## src/rtl/pcileech_pcie_tlp_err_collector_if.sv

```systemverilog
// Event inputs, dispatched error pulses and diagnostic counters of the TLP error collector.
interface pcileech_pcie_tlp_err_collector_if #(
  parameter int NSRC = 2
);
  logic [NSRC-1:0] ev_fatal;
  logic [NSRC-1:0] ev_cor;
  logic [NSRC-1:0] ev_ur;
  logic [NSRC-1:0] ev_ma;
  logic            clear;
  logic            tlp_err_fatal;
  logic            tlp_err_cor;
  logic            tlp_err_ur;
  logic            tlp_master_abort;
  logic            pending_any;
  logic [3:0]      ovf;
  logic [15:0]     total_fatal;
  logic [15:0]     total_cor;
  logic [15:0]     total_ur;
  logic [15:0]     total_ma;

  modport master (
    output ev_fatal, ev_cor, ev_ur, ev_ma, clear,
    input  tlp_err_fatal, tlp_err_cor, tlp_err_ur, tlp_master_abort,
    input  pending_any, ovf, total_fatal, total_cor, total_ur, total_ma
  );

  modport slave (
    input  ev_fatal, ev_cor, ev_ur, ev_ma, clear,
    output tlp_err_fatal, tlp_err_cor, tlp_err_ur, tlp_master_abort,
    output pending_any, ovf, total_fatal, total_cor, total_ur, total_ma
  );
endinterface

```

## src/rtl/pcileech_pcie_tlp_err_collector.sv

```systemverilog
// Counts TLP error events per class and dispatches them as one-hot single-cycle pulses,
// round-robin with a minimum gap, plus saturating totals and sticky overflow flags.
module pcileech_pcie_tlp_err_collector #(
  parameter int NSRC       = 2,
  parameter int CNT_WIDTH  = 4,
  parameter int GAP_CYCLES = 2
) (
  input  logic clk,
  input  logic rst,
  pcileech_pcie_tlp_err_collector_if.slave bus
);
  localparam int CW = CNT_WIDTH + 2;
  localparam int GW = (GAP_CYCLES > 1) ? $clog2(GAP_CYCLES + 1) : 1;
  localparam logic [CW-1:0] MAX = CW'((1 << CNT_WIDTH) - 1);

  localparam logic [0:0] ST_IDLE = 1'b0;
  localparam logic [0:0] ST_GAP  = 1'b1;

  logic [0:0]           state;
  logic [GW-1:0]        gap_cnt;
  logic [1:0]           rr_ptr;
  logic [CNT_WIDTH-1:0] pend [4];
  logic [15:0]          tot  [4];
  logic [3:0]           ovf_q;
  logic [3:0]           pulse_q;

  logic [NSRC-1:0]      ev   [4];
  logic [CW-1:0]        inc  [4];
  logic [CW-1:0]        raw  [4];
  logic [16:0]          sum  [4];
  logic [3:0]           gnt;
  logic [1:0]           gnt_idx;
  logic                 found;

  assign ev[0] = bus.ev_fatal;
  assign ev[1] = bus.ev_cor;
  assign ev[2] = bus.ev_ur;
  assign ev[3] = bus.ev_ma;

  // Grant search starts at rr_ptr so a busy class cannot starve the others.
  always_comb begin
    gnt     = '0;
    gnt_idx = '0;
    found   = 1'b0;
    if (state == ST_IDLE) begin
      for (int k = 0; k < 4; k++) begin
        if (!found && pend[rr_ptr + 2'(k)] != '0) begin
          found               = 1'b1;
          gnt_idx             = rr_ptr + 2'(k);
          gnt[rr_ptr + 2'(k)] = 1'b1;
        end
      end
    end
  end

  always_comb begin
    for (int c = 0; c < 4; c++) begin
      inc[c] = '0;
      for (int s = 0; s < NSRC; s++) begin
        inc[c] = inc[c] + CW'(ev[c][s]);
      end
      raw[c] = {2'b00, pend[c]} + inc[c] - CW'(gnt[c]);
      sum[c] = {1'b0, tot[c]} + 17'(inc[c]);
    end
  end

  always_ff @(posedge clk) begin
    if (rst || bus.clear) begin
      state   <= ST_IDLE;
      gap_cnt <= '0;
      rr_ptr  <= '0;
      ovf_q   <= '0;
      pulse_q <= '0;
      for (int c = 0; c < 4; c++) begin
        pend[c] <= '0;
        tot[c]  <= '0;
      end
    end else begin
      pulse_q <= gnt;
      for (int c = 0; c < 4; c++) begin
        if (raw[c] > MAX) begin
          pend[c]  <= MAX[CNT_WIDTH-1:0];
          ovf_q[c] <= 1'b1;
        end else begin
          pend[c] <= raw[c][CNT_WIDTH-1:0];
        end
        tot[c] <= sum[c][16] ? 16'hFFFF : sum[c][15:0];
      end
      case (state)
        ST_IDLE: begin
          if (found) begin
            rr_ptr <= gnt_idx + 2'd1;
            if (GAP_CYCLES != 0) begin
              state   <= ST_GAP;
              gap_cnt <= GW'(GAP_CYCLES);
            end
          end
        end
        default: begin
          if (gap_cnt <= GW'(1)) state <= ST_IDLE;
          if (gap_cnt != '0) gap_cnt <= gap_cnt - GW'(1);
        end
      endcase
    end
  end

  assign bus.tlp_err_fatal    = pulse_q[0];
  assign bus.tlp_err_cor      = pulse_q[1];
  assign bus.tlp_err_ur       = pulse_q[2];
  assign bus.tlp_master_abort = pulse_q[3];
  assign bus.pending_any      = (pend[0] != '0) || (pend[1] != '0) ||
                                (pend[2] != '0) || (pend[3] != '0);
  assign bus.ovf              = ovf_q;
  assign bus.total_fatal      = tot[0];
  assign bus.total_cor        = tot[1];
  assign bus.total_ur         = tot[2];
  assign bus.total_ma         = tot[3];
endmodule
```

## src/flat_wrapper.sv

```systemverilog
// flat-port wrapper written by rule: the top's interface ports become plain ports
module pcileech_pcie_tlp_err_collector_flat 
#(
  parameter int NSRC       = 2,
  parameter int CNT_WIDTH  = 4,
  parameter int GAP_CYCLES = 2
)
  (clk, rst, bus_ev_fatal, bus_ev_cor, bus_ev_ur, bus_ev_ma, bus_clear, bus_tlp_err_fatal, bus_tlp_err_cor, bus_tlp_err_ur, bus_tlp_master_abort, bus_pending_any, bus_ovf, bus_total_fatal, bus_total_cor, bus_total_ur, bus_total_ma);
  pcileech_pcie_tlp_err_collector_if #(.NSRC(NSRC)) bus_i ();
  input  logic clk;
  input  logic rst;
  input wire logic [$bits(bus_i.ev_fatal)-1:0] bus_ev_fatal;
  input wire logic [$bits(bus_i.ev_cor)-1:0] bus_ev_cor;
  input wire logic [$bits(bus_i.ev_ur)-1:0] bus_ev_ur;
  input wire logic [$bits(bus_i.ev_ma)-1:0] bus_ev_ma;
  input wire logic [$bits(bus_i.clear)-1:0] bus_clear;
  output wire logic [$bits(bus_i.tlp_err_fatal)-1:0] bus_tlp_err_fatal;
  output wire logic [$bits(bus_i.tlp_err_cor)-1:0] bus_tlp_err_cor;
  output wire logic [$bits(bus_i.tlp_err_ur)-1:0] bus_tlp_err_ur;
  output wire logic [$bits(bus_i.tlp_master_abort)-1:0] bus_tlp_master_abort;
  output wire logic [$bits(bus_i.pending_any)-1:0] bus_pending_any;
  output wire logic [$bits(bus_i.ovf)-1:0] bus_ovf;
  output wire logic [$bits(bus_i.total_fatal)-1:0] bus_total_fatal;
  output wire logic [$bits(bus_i.total_cor)-1:0] bus_total_cor;
  output wire logic [$bits(bus_i.total_ur)-1:0] bus_total_ur;
  output wire logic [$bits(bus_i.total_ma)-1:0] bus_total_ma;
  assign bus_i.ev_fatal = bus_ev_fatal;
  assign bus_i.ev_cor = bus_ev_cor;
  assign bus_i.ev_ur = bus_ev_ur;
  assign bus_i.ev_ma = bus_ev_ma;
  assign bus_i.clear = bus_clear;
  assign bus_tlp_err_fatal = bus_i.tlp_err_fatal;
  assign bus_tlp_err_cor = bus_i.tlp_err_cor;
  assign bus_tlp_err_ur = bus_i.tlp_err_ur;
  assign bus_tlp_master_abort = bus_i.tlp_master_abort;
  assign bus_pending_any = bus_i.pending_any;
  assign bus_ovf = bus_i.ovf;
  assign bus_total_fatal = bus_i.total_fatal;
  assign bus_total_cor = bus_i.total_cor;
  assign bus_total_ur = bus_i.total_ur;
  assign bus_total_ma = bus_i.total_ma;
  pcileech_pcie_tlp_err_collector #(.NSRC(NSRC), .CNT_WIDTH(CNT_WIDTH), .GAP_CYCLES(GAP_CYCLES)) u_core (.clk(clk), .rst(rst), .bus(bus_i));
endmodule
```

## config.mk

```make
export PLATFORM = sky130hd
export DESIGN_NAME = pcileech_pcie_tlp_err_collector_flat
export DESIGN_NICKNAME = d
export VERILOG_FILES = /design/src/rtl/pcileech_pcie_tlp_err_collector_if.sv /design/src/rtl/pcileech_pcie_tlp_err_collector.sv /design/src/flat_wrapper.sv
export SDC_FILE = /design/constraint.sdc
export NUM_CORES = 1
export LEC_CHECK = 0
export CAP_MARGIN = 25
export CORE_ASPECT_RATIO = 1.4
export CORE_MARGIN = 2
export CORE_UTILIZATION = 40
export CTS_CLUSTER_SIZE = 10
export DETAILED_ROUTE_END_ITERATION = 7
export PLACE_DENSITY = 0.72
export SLEW_MARGIN = 15
export SYNTH_ARGS = -nofsm -noshare
export SYNTH_HDL_FRONTEND = slang
export SYNTH_SLANG_ARGS = --single-unit
```

## constraint.sdc

```tcl
create_clock -name clk -period 3.5 [get_ports clk]
set_input_delay 0.875 -clock clk [delete_from_list [all_inputs] [get_ports clk]]
set_output_delay 0.875 -clock clk [all_outputs]
set_load 0.01 [all_outputs]
```

* After elaboration in Yosys (flattened, before gate mapping)
Memories as Yosys holds them, arrays and structs flattened. A register that Yosys moved wholly into a read port is not among the register bits.
Cells that the tools add are included.
** Word-level totals
- Flip-flop bits (word level) :: 13
- Bits in writable memories :: 80
- Output and inout port bits :: 73
- Word-level logic and storage cells :: 167
- Memories :: 2
** Memories
- u_core.tot :: depth 4, width 16, rd ports 4, clocked after memory_dff 0, write ports 4, line pcileech_pcie_tlp_err_collector.sv:23 : logic [15:0] tot [4];
- u_core.pend :: depth 4, width 4, rd ports 8, clocked after memory_dff 1, write ports 4, line pcileech_pcie_tlp_err_collector.sv:22 : logic [CNT_WIDTH-1:0] pend [4];
** Operators by class
- Add/subtract/negate cells :: 21
- Order comparisons :: 13
- Eq/ne operators :: 1
- Mux-type cells :: 80
- Bitwise gates (word level) :: 16
- Reduce and logical (&&, ||, !) cells :: 26
** Operators with widths (number)
- 16-bit 2-to-1 mux :: 8
- 16-bit by 6-bit adder with 17-bit output :: 4
- 4-bit 2-to-1 mux :: 16
- 1-bit 2-to-1 mux :: 42
- 4-bit nonzero test :: 8
- 4-bit by 6-bit adder with 6-bit output :: 4
- 6-bit by 4-bit > comparator with 1-bit output, second input constant :: 4
- 6-bit by 1-bit subtractor with 6-bit output :: 4
- 2-bit 2-to-1 mux :: 10
- 2-bit by 3-bit less-than comparator with 1-bit output, second input constant :: 4
- 1-bit OR :: 12
- 4-bit OR :: 3
- 1-bit by 1-bit adder with 2-bit output :: 4
- 1-bit demux with 2-bit select :: 4
- 2-bit by 1-bit >= comparator with 1-bit output, second input constant :: 4
- 1-bit logical AND :: 7
- 2-bit by 1-bit adder with 2-bit output, second input constant :: 2
- 2-bit adder, second input constant :: 2
- 1-bit logical OR :: 4
- 2-bit AND reduction :: 2
- 2-bit nonzero test :: 2
- 1-bit zero test :: 3
- 2-bit by 1-bit <= comparator with 1-bit output, second input constant :: 1
- 2-bit != test, second input constant :: 1
- 2 further kinds :: 2

* Depth between registers and ports, before layout
- Word-level depth :: 22
- Depth in mapped cells :: 18
- Mapped depth without buffers :: 17

* Least setup slack after synthesis
OpenSTA, ideal clock, no wires.
- Path kind :: reg-to-reg
- Start point :: memory u_core.pend[2][0]
- End point :: memory u_core.pend[3][2] (data pin)
- Setup time :: 266 ps
- Data arrival time :: 3617 ps
- Required time :: 3234 ps
- Path slack :: -383 ps
- Cell stages (with the launch flop) :: 16
- Buffers on the path :: 0
- Cells stage by stage :: edfxtp_1 -> or4_4 -> mux4_2 -> a221oi_1 -> a2bb2oi_1 -> nor2_1 -> ha_1 -> inv_1 -> ha_1 -> fa_1 -> a21oi_1 -> o21bai_1 -> a22oi_1 -> o21ai_0 -> nor2_1 -> nor2_1
** RTL lines (line)
- from (decl) :: pcileech_pcie_tlp_err_collector.sv:22

==> flow_summary.json <==
{
  "p_leak_nw": 3.03,
  "final_util_pct": 57.0,
  "die_y_um": 141,
  "synthesis.area_um2": 5390,
  "drt_iter0_drc": 124,
  "max-cap-violations": 0,
  "min_period_ps": 3980,
  "grt_pass1_vias": 4871,
  "placed_area_um2": 7030,
  "core_area_um2": 13300,
  "viasPerCell": 5.04,
  "max_freq_mhz": 251,
  "yosysUniqueCellTypes": 49,
  "yosysWarnings": 0,
  "rsz0062_at_grt": "yes",
  "required_ps": 3590,
  "globalplace.congestion": 0.875,
  "syn-mean-instance-area_um2": 9.17,
  "drt_wl_total_mm": 13.2,
  "io_pins": 84,
  "drive_gt1_share_pct": 19.1,
  "status": "finished with violations",
  "synth_top_flop_cell": "dfxtp_1",
  "crit_arrival_ps": 4080,
  "die_w_um": 102,
  "cts_buffers": 9,
  "worst_hold_path_type": "reg2reg",
  "start_util_pct": 40.7,
  "startpoint_type": "flip-flop",
  "areaGrowthSynthToFinish_pct": 40.1,
  "synth_top_area_share_pct": 29.3,
  "dr_total_vias": 4781,
  "synthMostInstantiatedCell": "dfxtp_1",
  "grt_usage_pct": 18.4,
  "setup_viol": 20,
  "p_total_mw": 3.04,
  "grt_pass1_wl_mm": 21.6,
  "synth_common_cells": "dfxtp_1 (79), a21oi_1 (71), nor2_1 (70)",
  "synth_edf_count": 16,
  "crit_fanout": 5,
  "cts_tree": "yes",
  "cts.path.max_buffers": 2,
  "p_switching_mw": 0.881,
  "firstDrtPassIters": 4,
  "fin_area_um2": 7560,
  "worst_pin_slew_ps": 538,
  "clk_latency_ps": 350,
  "synth-seq-cells": 95,
  "slew_viol_final": 0,
  "power_density_nw_per_um2": 402,
  "path_clk_slew_ps": 70,
  "nFillCells": 1193,
  "clock-sinks": 95,
  "route.detailed.drc": 0,
  "dp_cells": 918,
  "seq_power_share_pct": 38.9,
  "violations": "negative setup slack",
  "criticalPathCategory": "reg2reg",
  "intPower_mw": 2.16,
  "clock_skew_ps": 7.68,
  "synth_area_leader_cell": "dfxtp_1",
  "fin_cells": 948,
  "p_sw_share_pct": 29.0,
  "htree_num_levels": 3,
  "wire_per_inst_um": 13.9,
  "synth_seq_area_share_pct": 38.2,
  "dp.final_hpwl_mm": 9.88,
  "hold_violations": 0,
  "grt_antenna_before_repair": 0,
  "endpoint_kind": "flip-flop",
  "setup_ws_ps": -485,
  "clockRootBuffer": "clkbuf_16",
  "ys_top_cells_by_area": "dfxtp_1 (29%), ha_1 (13%), edfxtp_1 (8.9%)",
  "fin_nets": 834,
  "power_frac_clock_pct": 34.1,
  "ant_nets": 0,
  "port-buffer-count": 83,
  "synthArstFlopShare_pct": 0,
  "period_share_pct": 114,
  "combPwrFrac_pct": 27.1,
  "setup-tns-final_ps": -8390,
  "relSlewSlack_pct": 64.2,
  "grt-ovfl-total": 0,
  "vdd_ir_drop_max_uv": 231,
  "rows": 50,
  "syn_inst": 588,
  "antenna_cells": 0,
  "dieArea_um2": 14400,
  "grt_max_degree": 57
}
==> worst paths after layout <==
kind,start,to,slack [ps],cells after the start
setup / recovery,u_core.pend[2][1],u_core.pend[2][0],-480,16
hold reg to reg,u_core.bus.ovf[0],u_core.bus.ovf[0],460,2
setup reg to reg,u_core.pend[2][1],u_core.pend[2][0],-480,16
hold / removal,u_core.bus.ovf[0],u_core.bus.ovf[0],460,2
==> area by class of cell <==
class                      count  area (um^2)  area share, %
clock buffer                  10          239           3.16
clock inverter                 6         73.8          0.977
inverter                      53          199           2.63
multi-input combinational    439         3300           43.7
sequential                    95         2060           27.3
tap                          182          228           3.01
timing repair buffer         163         1450           19.2
==> per-stage QoR <==
stage	setup WS (ps)	hold WS (ps)
final	-485	463
after global routing	-684	514
after CTS	-425	471
after detailed placement	-561	455
after global placement	-453	449
after floorplan	-287	473
==> repair_timing <==
action	4_1_cts	5_1_grt
pin swaps	17	8
hold buffers	0	0
buffers inserted	8	6
setup endpoints to repair	20	20
resized for setup	8	16
==> worst max-delay path: stages, from the launching register on <==
cell	delay [ps]
edfxtp_1	400
or4_4	550
mux4_2	580
buf_6	160
a221oi_4	260
a2bb2oi_2	170
nor2_1	60
ha_1	290
inv_1	40
ha_2	170
fa_2	350
a21oi_2	140
o21bai_1	90
a22oi_1	170
o21ai_2	120
nor2_1	120
nor2_1	50
==> state kept, by name, summed over array words and instances, names as in the netlist, named ones only <==
name and flops:
u_core.bus.ovf 4, u_core.gap_cnt 2, u_core.pend 16, u_core.pulse_q 4, u_core.rr_ptr 2, u_core.state 1
u_core.tot 64
==> layer usage <==
layer	wire length, um	part of all wire [%]	global-route usage, %
met5	0	0	0
met4	226	1.7	6.67
met3	353	2.7	2.86
met2	7200	54	34.7
met1	5430	41	20.4
==> layout by cell type (no fill, tap or decap), types with 20 or more instances in the layout <==
master / count
xnor2_1: 22
xor2_1: 30
clkdlybuf4s50_1: 83
nand2_1: 23
buf_4: 77
ha_1: 50
nor2_1: 64
inv_1: 52
a21oi_1: 67
nand3_1: 20
dfxtp_1: 79
==> cell families (layout without fill, tap and decap cells) <==
| kind of cell | after synthesis | in the layout | share of synthesized area, % |
|---|---|---|---|
| AND/OR/NAND/NOR | 186 | 186 | 17.4 |
| multiplexers | 10 | 10 | 2.85 |
| buffers and inverters | 69 | 232 | 4.82 |
| flip-flops | 95 | 95 | 38.2 |
| other | 1 | 16 | 0.0695 |
| XOR/XNOR | 52 | 52 | 8.44 |
| AO/OA/AOI/OAI | 113 | 113 | 12.7 |
| adder cells (fa/ha/maj) | 62 | 62 | 15.5 |
==> power by group through the flow <==
stage	Clock, mW	Combinational [mW]	Sequential (mW)
5_1_grt	1.09	0.909	1.19
4_1_cts	1.06	0.764	1.18
3_3_place_gp	0	0.693	1.20
6_report	1.03	0.822	1.18
2_1_floorplan	0	0.424	1.22
3_5_place_dp	0	0.720	1.21
Power figures use the tool's default switching activity.
